==> src/rtl/uart_receiver.sv <==
// UART receive stage: 16x oversampled, 8 data bits LSB first, optional parity, one stop bit.
// Emits each byte with a one-cycle valid strobe plus sticky parity/framing flags.
module uart_receiver #(
  parameter int CLK_FREQ_HZ = 100000000,
  parameter int BAUDRATE    = 9600
) (
  input  logic       clk,
  input  logic       rst,
  input  logic       pen,
  input  logic       peven,
  input  logic       rx,
  output logic [7:0] dout,
  output logic       valid,
  output logic       perr,
  output logic       ferr,
  output logic       busy,
  output logic [2:0] state_dbg
);

  localparam int OS_RAW    = (CLK_FREQ_HZ + BAUDRATE * 8) / (BAUDRATE * 16);
  localparam int OS_CYCLES = (OS_RAW < 1) ? 1 : OS_RAW;
  localparam int OS_W      = (OS_CYCLES > 1) ? $clog2(OS_CYCLES) : 1;
  localparam logic [OS_W-1:0] OS_LAST = OS_W'(OS_CYCLES - 1);

  typedef enum logic [2:0] {
    S_IDLE   = 3'd0,
    S_START  = 3'd1,
    S_DATA   = 3'd2,
    S_PARITY = 3'd3,
    S_STOP   = 3'd4,
    S_BREAK  = 3'd5
  } state_t;

  state_t          state_q, state_d;
  logic            sync1_q, rxs_q;
  logic [OS_W-1:0] os_cnt_q, os_cnt_d;
  logic [3:0]      tick_q, tick_d;
  logic [2:0]      bit_q, bit_d;
  logic [7:0]      data_q, data_d;
  logic            pen_q, pen_d;
  logic            peven_q, peven_d;
  logic            par_err_q, par_err_d;
  logic [7:0]      dout_q, dout_d;
  logic            valid_q, valid_d;
  logic            perr_q, perr_d;
  logic            ferr_q, ferr_d;
  logic            ostick;

  always_ff @(posedge clk or negedge rst) begin
    if (!rst) begin
      sync1_q <= 1'b1;
      rxs_q   <= 1'b1;
    end else begin
      sync1_q <= rx;
      rxs_q   <= sync1_q;
    end
  end

  // Oversample prescaler sits at zero while idle so the first tick lands a fixed delay after detection.
  assign ostick = (state_q != S_IDLE) && (os_cnt_q == OS_LAST);

  always_comb begin
    os_cnt_d = os_cnt_q + OS_W'(1);
    if (state_q == S_IDLE || ostick) os_cnt_d = '0;
  end

  always_comb begin
    state_d   = state_q;
    tick_d    = tick_q;
    bit_d     = bit_q;
    data_d    = data_q;
    pen_d     = pen_q;
    peven_d   = peven_q;
    par_err_d = par_err_q;
    dout_d    = dout_q;
    valid_d   = 1'b0;
    perr_d    = perr_q;
    ferr_d    = ferr_q;
    case (state_q)
      S_IDLE: begin
        if (!rxs_q) begin
          state_d   = S_START;
          tick_d    = 4'd0;
          bit_d     = 3'd0;
          pen_d     = pen;
          peven_d   = peven;
          par_err_d = 1'b0;
        end
      end
      S_START: begin
        if (ostick) begin
          if (tick_q == 4'd7) begin
            tick_d  = 4'd0;
            bit_d   = 3'd0;
            state_d = rxs_q ? S_IDLE : S_DATA;
          end else begin
            tick_d = tick_q + 4'd1;
          end
        end
      end
      S_DATA: begin
        if (ostick) begin
          tick_d = tick_q + 4'd1;
          if (tick_q == 4'd15) begin
            data_d[bit_q] = rxs_q;
            if (bit_q == 3'd7) state_d = pen_q ? S_PARITY : S_STOP;
            else               bit_d   = bit_q + 3'd1;
          end
        end
      end
      S_PARITY: begin
        if (ostick) begin
          tick_d = tick_q + 4'd1;
          if (tick_q == 4'd15) begin
            par_err_d = rxs_q ^ (peven_q ? (^data_q) : ~(^data_q));
            state_d   = S_STOP;
          end
        end
      end
      S_STOP: begin
        if (ostick) begin
          tick_d = tick_q + 4'd1;
          if (tick_q == 4'd15) begin
            valid_d = 1'b1;
            dout_d  = data_q;
            perr_d  = pen_q & par_err_q;
            ferr_d  = ~rxs_q;
            // A low stop bit parks in BREAK so a held-low line cannot start a new frame.
            state_d = rxs_q ? S_IDLE : S_BREAK;
          end
        end
      end
      S_BREAK: begin
        if (rxs_q) state_d = S_IDLE;
      end
      default: state_d = S_IDLE;
    endcase
  end

  always_ff @(posedge clk or negedge rst) begin
    if (!rst) begin
      state_q   <= S_IDLE;
      os_cnt_q  <= '0;
      tick_q    <= 4'd0;
      bit_q     <= 3'd0;
      data_q    <= 8'h00;
      pen_q     <= 1'b0;
      peven_q   <= 1'b0;
      par_err_q <= 1'b0;
      dout_q    <= 8'h00;
      valid_q   <= 1'b0;
      perr_q    <= 1'b0;
      ferr_q    <= 1'b0;
    end else begin
      state_q   <= state_d;
      os_cnt_q  <= os_cnt_d;
      tick_q    <= tick_d;
      bit_q     <= bit_d;
      data_q    <= data_d;
      pen_q     <= pen_d;
      peven_q   <= peven_d;
      par_err_q <= par_err_d;
      dout_q    <= dout_d;
      valid_q   <= valid_d;
      perr_q    <= perr_d;
      ferr_q    <= ferr_d;
    end
  end

  assign dout      = dout_q;
  assign valid     = valid_q;
  assign perr      = perr_q;
  assign ferr      = ferr_q;
  assign busy      = (state_q != S_IDLE);
  assign state_dbg = state_q;

endmodule

==> config.mk <==
export PLATFORM = sky130hd
export DESIGN_NAME = uart_receiver
export DESIGN_NICKNAME = d
export VERILOG_FILES = /design/src/rtl/uart_receiver.sv
export SDC_FILE = /design/constraint.sdc
export NUM_CORES = 1
export LEC_CHECK = 0
export BUFFER_PORTS_ARGS = -buffer_cell sky130_fd_sc_hd__buf_2
export CAP_MARGIN = 25
export CORE_MARGIN = 8
export CORE_UTILIZATION = 58
export CTS_CLUSTER_SIZE = 24
export DETAILED_ROUTE_END_ITERATION = 10
export PLACE_DENSITY = 0.75
export SLEW_MARGIN = 20
export SYNTH_ARGS = -nofsm -noshare
export SYNTH_HDL_FRONTEND = slang
export SYNTH_SLANG_ARGS = --single-unit
==> constraint.sdc <==
create_clock -name clk -period 2.3 [get_ports clk]
set_input_delay 0.46 -clock clk [delete_from_list [all_inputs] [get_ports clk]]
set_output_delay 0.46 -clock clk [all_outputs]
set_load 0.005 [all_outputs]
==> results of run 1 <==
-- worst paths after layout --
path	start	endpoint	slack [ns]	depth (start not counted)
min	rst	state_dbg[2]	0.12	1
min reg2reg	sync1_q	rxs_q	0.36	0
max in group asynchronous	rst	os_cnt_q[1]	1.58	2
max reg2reg	os_cnt_q[0]	data_q[4]	0.26	7
min in group clk	rx	sync1_q	0.26	1
max	os_cnt_q[0]	data_q[4]	0.26	7
-- metal layers --
layer | wire, um | up-vias | part of all wire (%)
met4 | 58 | 0 | 1.4
li1 | - | 767 | -
met2 | 1980 | 26 | 47
met3 | 209 | 7 | 4.9
met1 | 1990 | 744 | 47
met5 | 0 | - | 0
-- layout make-up --
type	count	area, um^2	share of cell area (%)
clock buffers	7	76.3	3.10
clock inverters	1	5.00	0.204
inverters	3	11.3	0.458
multi-input cells	149	1050	42.9
flip-flops and latches	44	1100	44.9
well taps	48	60.1	2.44
repair buffers	26	148	6.01
-- power by group through the flow --
stage | combinational [mW] | sequential (mW) | clock, mW
after floorplan | 0.0132 | 0.795 | 0
after global placement | 0.0307 | 0.800 | 0
after detailed placement | 0.0323 | 0.800 | 0
after CTS | 0.0326 | 0.785 | 0.471
after global routing | 0.0360 | 0.786 | 0.504
final | 0.0309 | 0.785 | 0.457
-- stage by stage --
stage | instance area [um^2] | hold WS (ns) | utilization [%] | power [mW]
finish | 2460 | 0.125 | 67.2 | 1.27
global route | 2460 | 0.160 | 67.2 | 1.33
detailed placement | 2380 | 0.353 | 64.9 | 0.833
CTS | 2460 | 0.141 | 67.2 | 1.29
global placement | 2380 | 0.347 | 64.9 | 0.831
floorplan | 2210 | 0.164 | - | 0.808
-- cell usage in the layout, fill, tap and decap left out, types with 3 or more instances in the layout --
cell,instances
mux2_2,22
nor2_1,19
nor3_1,5
o21ai_0,10
buf_2,19
buf_4,7
nand4_1,7
dfrtp_1,42
xnor2_1,13
clkbuf_8,5
nand2_1,15
ha_1,5
nand3b_1,4
nand3_1,10
xor2_1,4
nor2b_1,6
and3_1,4
inv_1,3
-- flip-flops by register name, indices dropped and copies added, names as in the netlist --
signal	count
bit_q	3
data_q	8
dout	8
ferr	1
os_cnt_q	10
par_err_q	1
pen_q	1
perr	1
peven_q	1
rxs_q	1
state_dbg	3
sync1_q	1
tick_q	4
valid	1
-- cells by family (layout without fill, tap and decap cells) --
| family | count (synthesis) | after routing | share of synthesized area, % |
|---|---|---|---|
| AND/OR/NAND/NOR | 85 | 85 | 21.1 |
| flip-flops | 44 | 44 | 49.9 |
| multiplexers | 23 | 23 | 11.7 |
| AO/OA/AOI/OAI | 19 | 19 | 5.37 |
| XOR/XNOR | 17 | 17 | 6.73 |
| buffers and inverters | 12 | 37 | 2.43 |
| adder cells (fa/ha/maj) | 5 | 5 | 2.83 |
==> run metrics, run 1 <==
outcome completed; Reg power frac between 60% and 70%; Fill cells between 200 and 300; master cell of the clock root buffer clkbuf_8; top post-synthesis cells by area dfrtp_1 (48%), mux2_2 (11%), xnor2_1 (5.1%), nor2_1 (3.2%), ha_1 (2.8%); number of maximum-capacitance constraint violations 0; total nets after synthesis 215; insertion delay of the later-clocked pin in the worst-skew pair 0.30 ns; top-area cell type share of the netlist area between 40% and 50%; M2 GR Usage 24.1%; top fanout value on the critical path 5; family with the most delay on the worst path simple AND/OR/NAND/NOR gates; type of the setup path with the least slack reg2reg; primary flip-flop cell chosen by synthesis mapping dfrtp_1; combinational group share of total power approximately 2.4%; synthesis warning total 0; die height 77.8 um; clock slew at the register clock pins of the worst setup and hold paths around 0.080 ns; Pre-antenna DRT Iters 4; max-slew violations 0; share of flip-flops with an asynchronous set or reset after synthesis 100%; fraction of final layout cells sized beyond drive strength 1 between 20 and 30%; All-Layer GR Usage 15.0%; Worst Tran Pin Value 0.517 ns; vias post-DR 1544; number of hold-slack violations in the final timing report 0; aggregate routed wire length ~4200 um; wire length of the first global-routing pass slightly above 7000 um; class of the worst hold path in2async; grt met3 use just under 5%; number of synthesized register bits 44; RSZ-0062 raised after global routing no; post-route setup slack about 0.26 ns; static power due to leakage about 1.2 nW; GRT overflow 0; # nets final 239; clock skew roughly 0.0098 ns; top cell type by total area after synthesis dfrtp_1; data required time at the worst endpoint between 2 and 2.5 ns; IO buf count 19; count of placed standard cells in the final layout, fillers left out roughly 280; sequential-to-total area share from yosys stat 49.9%; largest stage delay on the critical path 0.42 ns; Avg Inst Size Synth roughly 11 um^2; net switching power of the design between 0.2 and 0.3 mW; deepest level of the CTS H-tree 2; Initial Util a little over 60%; CP Buf/Inv Count 1; setup bufs post-CTS 0; Die Width 77.8 um; CTS Sinks 44; endpoint type of the worst setup path register; final estimated routing congestion in global placement 0.830; CTS Hold Bufs 0; internal power of the cells around 1.0 mW; category of the worst setup path launch point register; most used routing layer met2; cells after synthesis 205; most common cell in the netlist dfrtp_1; CTS tree done; post-route ant nets 0; number of global-route vias before repair ~1.6k; DRC violations left 0; clock buffer depth 2; global routing met1 resource utilization between 10% and 20%; achievable frequency about 500 MHz; total I/O pin count 20; cells traversed along the worst timing path inv_1 > ha_1 > and4b_1 > nand4_1 > nor3_1 > nand2_1 > mux2_2; commonest cells in the synthesized netlist dfrtp_1 (42), mux2_2 (22), nor2_1 (19); shortest period the worst path allows 2.04 ns; Final Cycle Share a little under 90%; setup TNS 0 ns; number of antenna violations at the first check in global routing 0; number of instances in the placed design 270; Resize count post-CTS 0; EDFF count, synth 0; via density per instance around 5.6; Peak VDD IR 390 uV; antenna cells 0; core area roughly 3700 um^2; worst-path cell with the longest stage delay dfrtp_1; Synth-to-Final Area Change 11.1%; switching fraction of total power a little over a fifth; die area between 6000 and 7000 um^2; power per cell area 518 nW/um^2; maximum number of pins on one net before global-route repair 24; tightest slew margin relative to the limit 65.5%; Post-DP HPWL ~3200 um; final setup violating endpoints 0; number of DRC markers after the initial detailed-route iteration 91; Wirelength per Cell between 15 and 20 um; clock buffer count from CTS 5; Distinct cells, synth 39; cell area after technology mapping 2210 um^2; FP Rows 22; Post-Place Setup Slack between 0.2 and 0.3 ns; relative contribution of the clock network to total power a little over a third; data arrival at the endpoint of the critical path roughly 2.2 ns
Note: power is estimated with default switching activity, not from simulation.
==> run 2, diff against run 1 <==
BUFFER_PORTS_ARGS = -buffer_cell sky130_fd_sc_hd__buf_4   (was -buffer_cell sky130_fd_sc_hd__buf_2)
==> run metrics, run 2 (synthesis results as in run 1) <==
fraction of final layout cells sized beyond drive strength 1 25.9% (+0.23 points); number of global-route vias before repair 1597 (+0.44%); FP Rows 22 (unchanged); Synth-to-Final Area Change 13.1%; Initial Util 60.4% (unchanged); Post-DP HPWL 3140 um (-1.2%); master cell of the clock root buffer clkbuf_8; tightest slew margin relative to the limit 64.9% (-0.62 points); final setup violating endpoints 0 (unchanged); clock slew at the register clock pins of the worst setup and hold paths 0.08 ns (about the same); setup TNS 0 ns (unchanged); Die Width 77.8 um (unchanged); DRC violations left 0 (unchanged); final estimated routing congestion in global placement 0.838 (+0.96%); number of DRC markers after the initial detailed-route iteration 139 (+53%); most common cell after layout, fill and taps aside dfrtp_1; # nets final 237 (-0.84%); CTS Hold Bufs 0 (unchanged); die area 6050 um^2 (unchanged); data required time at the worst endpoint 2.53 ns (+0.05 ns); Peak VDD IR 688 uV (+76%); Wirelength per Cell 15.6 um (+2.8%); antenna cells 0 (unchanged); core area 3660 um^2 (unchanged); clock buffer depth 2 (unchanged); GRT overflow 0 (unchanged); number of instances in the placed design 268 (-0.74%); Pre-antenna DRT Iters 4 (unchanged); Final Cycle Share 89.3% (+0.68 points); wire length of the first global-routing pass 7650 um (+5.1%); aggregate routed wire length 4320 um (+2.1%); power per cell area 521 nW/um^2 (+0.60%); clock skew 0.00981 ns (+0.0000298 ns); total I/O pin count 20 (unchanged); maximum number of pins on one net before global-route repair 45 (+88%); insertion delay of the later-clocked pin in the worst-skew pair 0.30 ns (about the same); largest reg by FF count os_cnt_q; clock buffer count from CTS 5 (unchanged); number of maximum-capacitance constraint violations 0 (unchanged); count of placed standard cells in the final layout, fillers left out 276 (-0.72%); static power due to leakage 1.18 nW (+0.38%); via density per instance 5.82 (+4.8%); shortest period the worst path allows 2.05 ns (+0.0156 ns); CTS Sinks 44 (unchanged); class of the worst hold path in2async; setup bufs post-CTS 0 (unchanged); most frequent cells in the layout dfrtp_1 (42), buf_4 (24), mux2_2 (22), nor2_1 (19), nand2_1 (15); RSZ-0062 raised after global routing no; number of hold-slack violations in the final timing report 0 (unchanged); die height 77.8 um (unchanged); vias post-DR 1607 (+4.1%); type of the setup path with the least slack reg2reg; data arrival at the endpoint of the critical path 2.29 ns (+0.07 ns); Worst Tran Pin Value 0.526 ns (+0.00923 ns); achievable frequency 487 MHz (-0.76%); endpoint type of the worst setup path register; Fill cells 267 (-6.6%); top fanout value on the critical path 7 (+2); CTS tree done; Resize count post-CTS 0 (unchanged); outcome completed; IO buf count 19 (unchanged); cells on worst reg2reg path 5 (-2); All-Layer GR Usage 15.4% (+0.46 points); category of the worst setup path launch point register; post-route ant nets 0 (unchanged); max-slew violations 0 (unchanged); number of antenna violations at the first check in global routing 0 (unchanged); deepest level of the CTS H-tree 2 (unchanged); max reg flops 10 (unchanged)
-- run 2: changes by cell type in the layout (fill, tap and decap cells not counted), sizes merged --
cell	before	now
clkbuf	7	6
clkinv	1	2
buf	26	24
-- run 2: worst paths after layout --
check / from / to / slack, ns
worst max-delay path: state_dbg[0] / tick_q[3] / 0.25
worst min-delay path: rst / state_dbg[0] / 0.13
worst max register to register: state_dbg[0] / tick_q[3] / 0.25
worst min register to register: sync1_q / rxs_q / 0.37
max in group asynchronous: rst / sync1_q / 1.78
min in group clk: rx / sync1_q / 0.28
-- run 2: metrics by stage --
| stage | worst slack [ns] | hold WS [ns] | util [%] | total power, mW | instance area, um^2 |
|---|---|---|---|---|---|
| 2_1_floorplan | 0.365 | 0.164 | - | 0.808 | 2210 |
| 3_3_place_gp | 0.312 | 0.346 | 65.8 | 0.830 | 2410 |
| 3_5_place_dp | 0.273 | 0.355 | 65.8 | 0.831 | 2410 |
| 4_1_cts | 0.252 | 0.162 | 68.4 | 1.32 | 2500 |
| 5_1_grt | 0.138 | 0.179 | 68.4 | 1.36 | 2500 |
| 6_report | 0.247 | 0.135 | 68.4 | 1.30 | 2500 |
-- run 2: cell type report --
| cell class | count | area, um^2 | area share (%) |
|---|---|---|---|
| clock buffers | 6 | 82.6 | 3.30 |
| clock inverters | 2 | 10.0 | 0.400 |
| inverters | 3 | 11.3 | 0.450 |
| multi-input cells | 149 | 1050 | 42.1 |
| flip-flops and latches | 44 | 1100 | 44.1 |
| well taps | 48 | 60.1 | 2.40 |
| repair buffers | 24 | 180 | 7.20 |
-- run 2: per-layer routing --
layer	vias up	track usage, %	part of all wire [%]
li1	766	-	-
met1	796	20.1	46
met2	36	23.5	47
met3	9	4.38	4.6
met4	0	6.42	2.3
met5	-	0	0
-- run 2: where the power goes --
part	internal, mW	switching [mW]	leakage, nW
Clock	0.240	0.250	0.0510
Combinational	0.0108	0.0182	0.540
Sequential	0.778	0.00718	0.588
Total	1.03	0.275	1.18
-- run 2: worst max-delay path, cell delays in order (launching register included) --
cell and delay (ns):
dfrtp_1 0.47, or3_1 0.48, nor2_4 0.19, and3b_1 0.25
or4b_1 0.51, nand3_1 0.09
==> run 3, diff against run 2 <==
CORE_ASPECT_RATIO = 2   (was not set)
==> run metrics, run 3 (synthesis results as in run 1) <==
outcome completed; footprint of the multi-input gates 1050 um^2 (unchanged); IO buf count 19 (unchanged); endpoint of the most critical register-to-register path state_dbg[1]; shortest period the worst path allows 2.04 ns (-0.00960 ns); post-route ant nets 0 (unchanged); # nets final 236 (-0.42%); DRC violations left 0 (unchanged); cells on worst reg2reg path 7 (+2); data required time at the worst endpoint 2.48 ns (-0.05 ns); data arrival at the endpoint of the critical path 2.22 ns (-0.07 ns); clock skew 0.00665 ns (-0.00316 ns); total I/O pin count 20 (unchanged); final setup violating endpoints 0 (unchanged); Initial Util 58.8% (-1.6 points); setup TNS 0 ns (unchanged); number of DRC markers after the initial detailed-route iteration 28 (-80%); Pre-antenna DRT Iters 4 (unchanged); maximum number of pins on one net before global-route repair 45 (unchanged); RSZ-0062 raised after global routing no; Wirelength per Cell 14.8 um (-5.4%); final estimated routing congestion in global placement 0.880 (+5.0%); via density per instance 5.54 (-4.9%); insertion delay of the later-clocked pin in the worst-skew pair 0.29 ns (about the same); antenna cells 0 (unchanged); type of the setup path with the least slack reg2reg; All-Layer GR Usage 15.0% (-0.44 points); post-route cell area 2490 um^2 (-0.60%); wire length of the first global-routing pass 7090 um (-7.2%); Die Width 59.7 um (-23%); Resize count post-CTS 0 (unchanged); largest stage delay on the critical path 0.42 ns (-0.09 ns); power per cell area 509 nW/um^2 (-2.2%); max reg flops 10 (unchanged); vias post-DR 1539 (-4.2%); GRT overflow 0 (unchanged); flop2flop setup slack 0.26 ns (about the same); number of global-route vias before repair 1558 (-2.4%); top fanout value on the critical path 5 (-2); endpoint type of the worst setup path register; largest reg by FF count os_cnt_q; total area of sequential cells 1100 um^2 (unchanged); class of the worst hold path in2async; category of the worst setup path launch point register; number of maximum-capacitance constraint violations 0 (unchanged); master cell of the clock root buffer clkbuf_8; Peak VDD IR 414 uV (-40%); static power due to leakage 1.16 nW (-1.2%); die height 103 um (+33%); tightest slew margin relative to the limit 64.6% (-0.33 points); setup bufs post-CTS 0 (unchanged); area post-placement 2410 um^2 (-0.16%); Final Cycle Share 88.8% (-0.42 points); startpoint of the most critical register-to-register path os_cnt_q[0]; CTS tree done; clock buffer depth 2 (unchanged); Synth-to-Final Area Change 12.4%; clock slew at the register clock pins of the worst setup and hold paths 0.07 ns (about the same); cells traversed along the worst timing path inv_1 > ha_1 > and4b_1 > nand4_1 > o221ai_1 > nand3_1 > mux2_2; FP Rows 32 (+45%); clock buffer count from CTS 5 (unchanged); fraction of final layout cells sized beyond drive strength 1 24.7% (-1.2 points); achievable frequency 489 MHz (+0.47%); most frequent cells in the layout dfrtp_1 (42), buf_4 (23), mux2_2 (22), nor2_1 (19), nand2_1 (15); CTS Hold Bufs 0 (unchanged); worst-path cell with the longest stage delay dfrtp_1; aggregate routed wire length 4120 um (-4.7%); deepest level of the CTS H-tree 2 (unchanged); CTS Sinks 44 (unchanged); max-slew violations 0 (unchanged); number of hold-slack violations in the final timing report 0 (unchanged); Fill cells 347 (+30%); most common cell after layout, fill and taps aside dfrtp_1; die area 6170 um^2 (+2.0%); Post-DP HPWL 2990 um (-4.7%); Worst Tran Pin Value 0.531 ns (+0.00495 ns); number of antenna violations at the first check in global routing 0 (unchanged); core area 3760 um^2 (+2.8%)
run 3: cell types whose count changed in the layout (fill, tap and decap cells not counted):
cell | previous run | this run
clkbuf_1 | 0 | 2
buf_4 | 24 | 23
clkbuf_8 | 6 | 5
clkinv_2 | 2 | 1
run 3: layout make-up:
| cell class | count | area share [%] |
|---|---|---|
| tap | 51 | 2.57 |
| multi-input combinational | 149 | 42.4 |
| clock buffer | 7 | 3.07 |
| sequential | 44 | 44.4 |
| clock inverter | 1 | 0.201 |
| timing repair buffer | 23 | 6.94 |
| inverter | 3 | 0.453 |
run 3: how the worst max path moves through the flow:
stage                 start            to  slack (ns)  depth (start not counted)
3_3_place_gp    os_cnt_q[0]     data_q[6]        0.33                          7
2_1_floorplan  state_dbg[2]     tick_q[3]        0.37                          7
5_1_grt         os_cnt_q[0]     data_q[6]        0.08                          7
4_1_cts         os_cnt_q[0]  state_dbg[1]        0.25                          7
6_report        os_cnt_q[0]  state_dbg[1]        0.26                          7
3_5_place_dp    os_cnt_q[0]  state_dbg[1]        0.26                          7
run 3: metal layers:
layer	wire (um)	part of all wire, %	GRT usage (%)	vias to the layer above
li1	-	-	-	761
met1	1810	44	18.3	741
met2	2040	50	24.0	28
met3	172	4.2	3.59	9
met4	90	2.2	7.04	0
met5	0	0	0	-
run 3: where the power goes:
part           switching [mW]  internal [mW]  leakage [nW]
clock network           0.238          0.213        0.0422
logic                  0.0189         0.0108         0.534
registers             0.00744          0.778         0.588
total                   0.265           1.00          1.16
run 3: critical path, delay by kind of cell, from the launching register on:
kind | cells | cell delay, ns
adders and majority gates | 1 | 0.13
and+or+nand+nor | 3 | 0.70
muxes | 1 | 0.31
buffers and inverters | 1 | 0.08
AOI/OAI and AO/OA | 1 | 0.29
DFF | 1 | 0.42
run 3: metrics by stage:
step / util, % / total power [mW] / instances / setup slack (ns) / hold slack (ns)
3_5_place_dp: 63.9 / 0.832 / 270 / 0.260 / 0.349
6_report: 66.1 / 1.27 / 278 / 0.257 / 0.145
2_1_floorplan: - / 0.808 / 205 / 0.365 / 0.164
4_1_cts: 66.1 / 1.29 / 278 / 0.246 / 0.161
5_1_grt: 66.1 / 1.32 / 278 / 0.0789 / 0.190
3_3_place_gp: 63.9 / 0.831 / 270 / 0.331 / 0.347
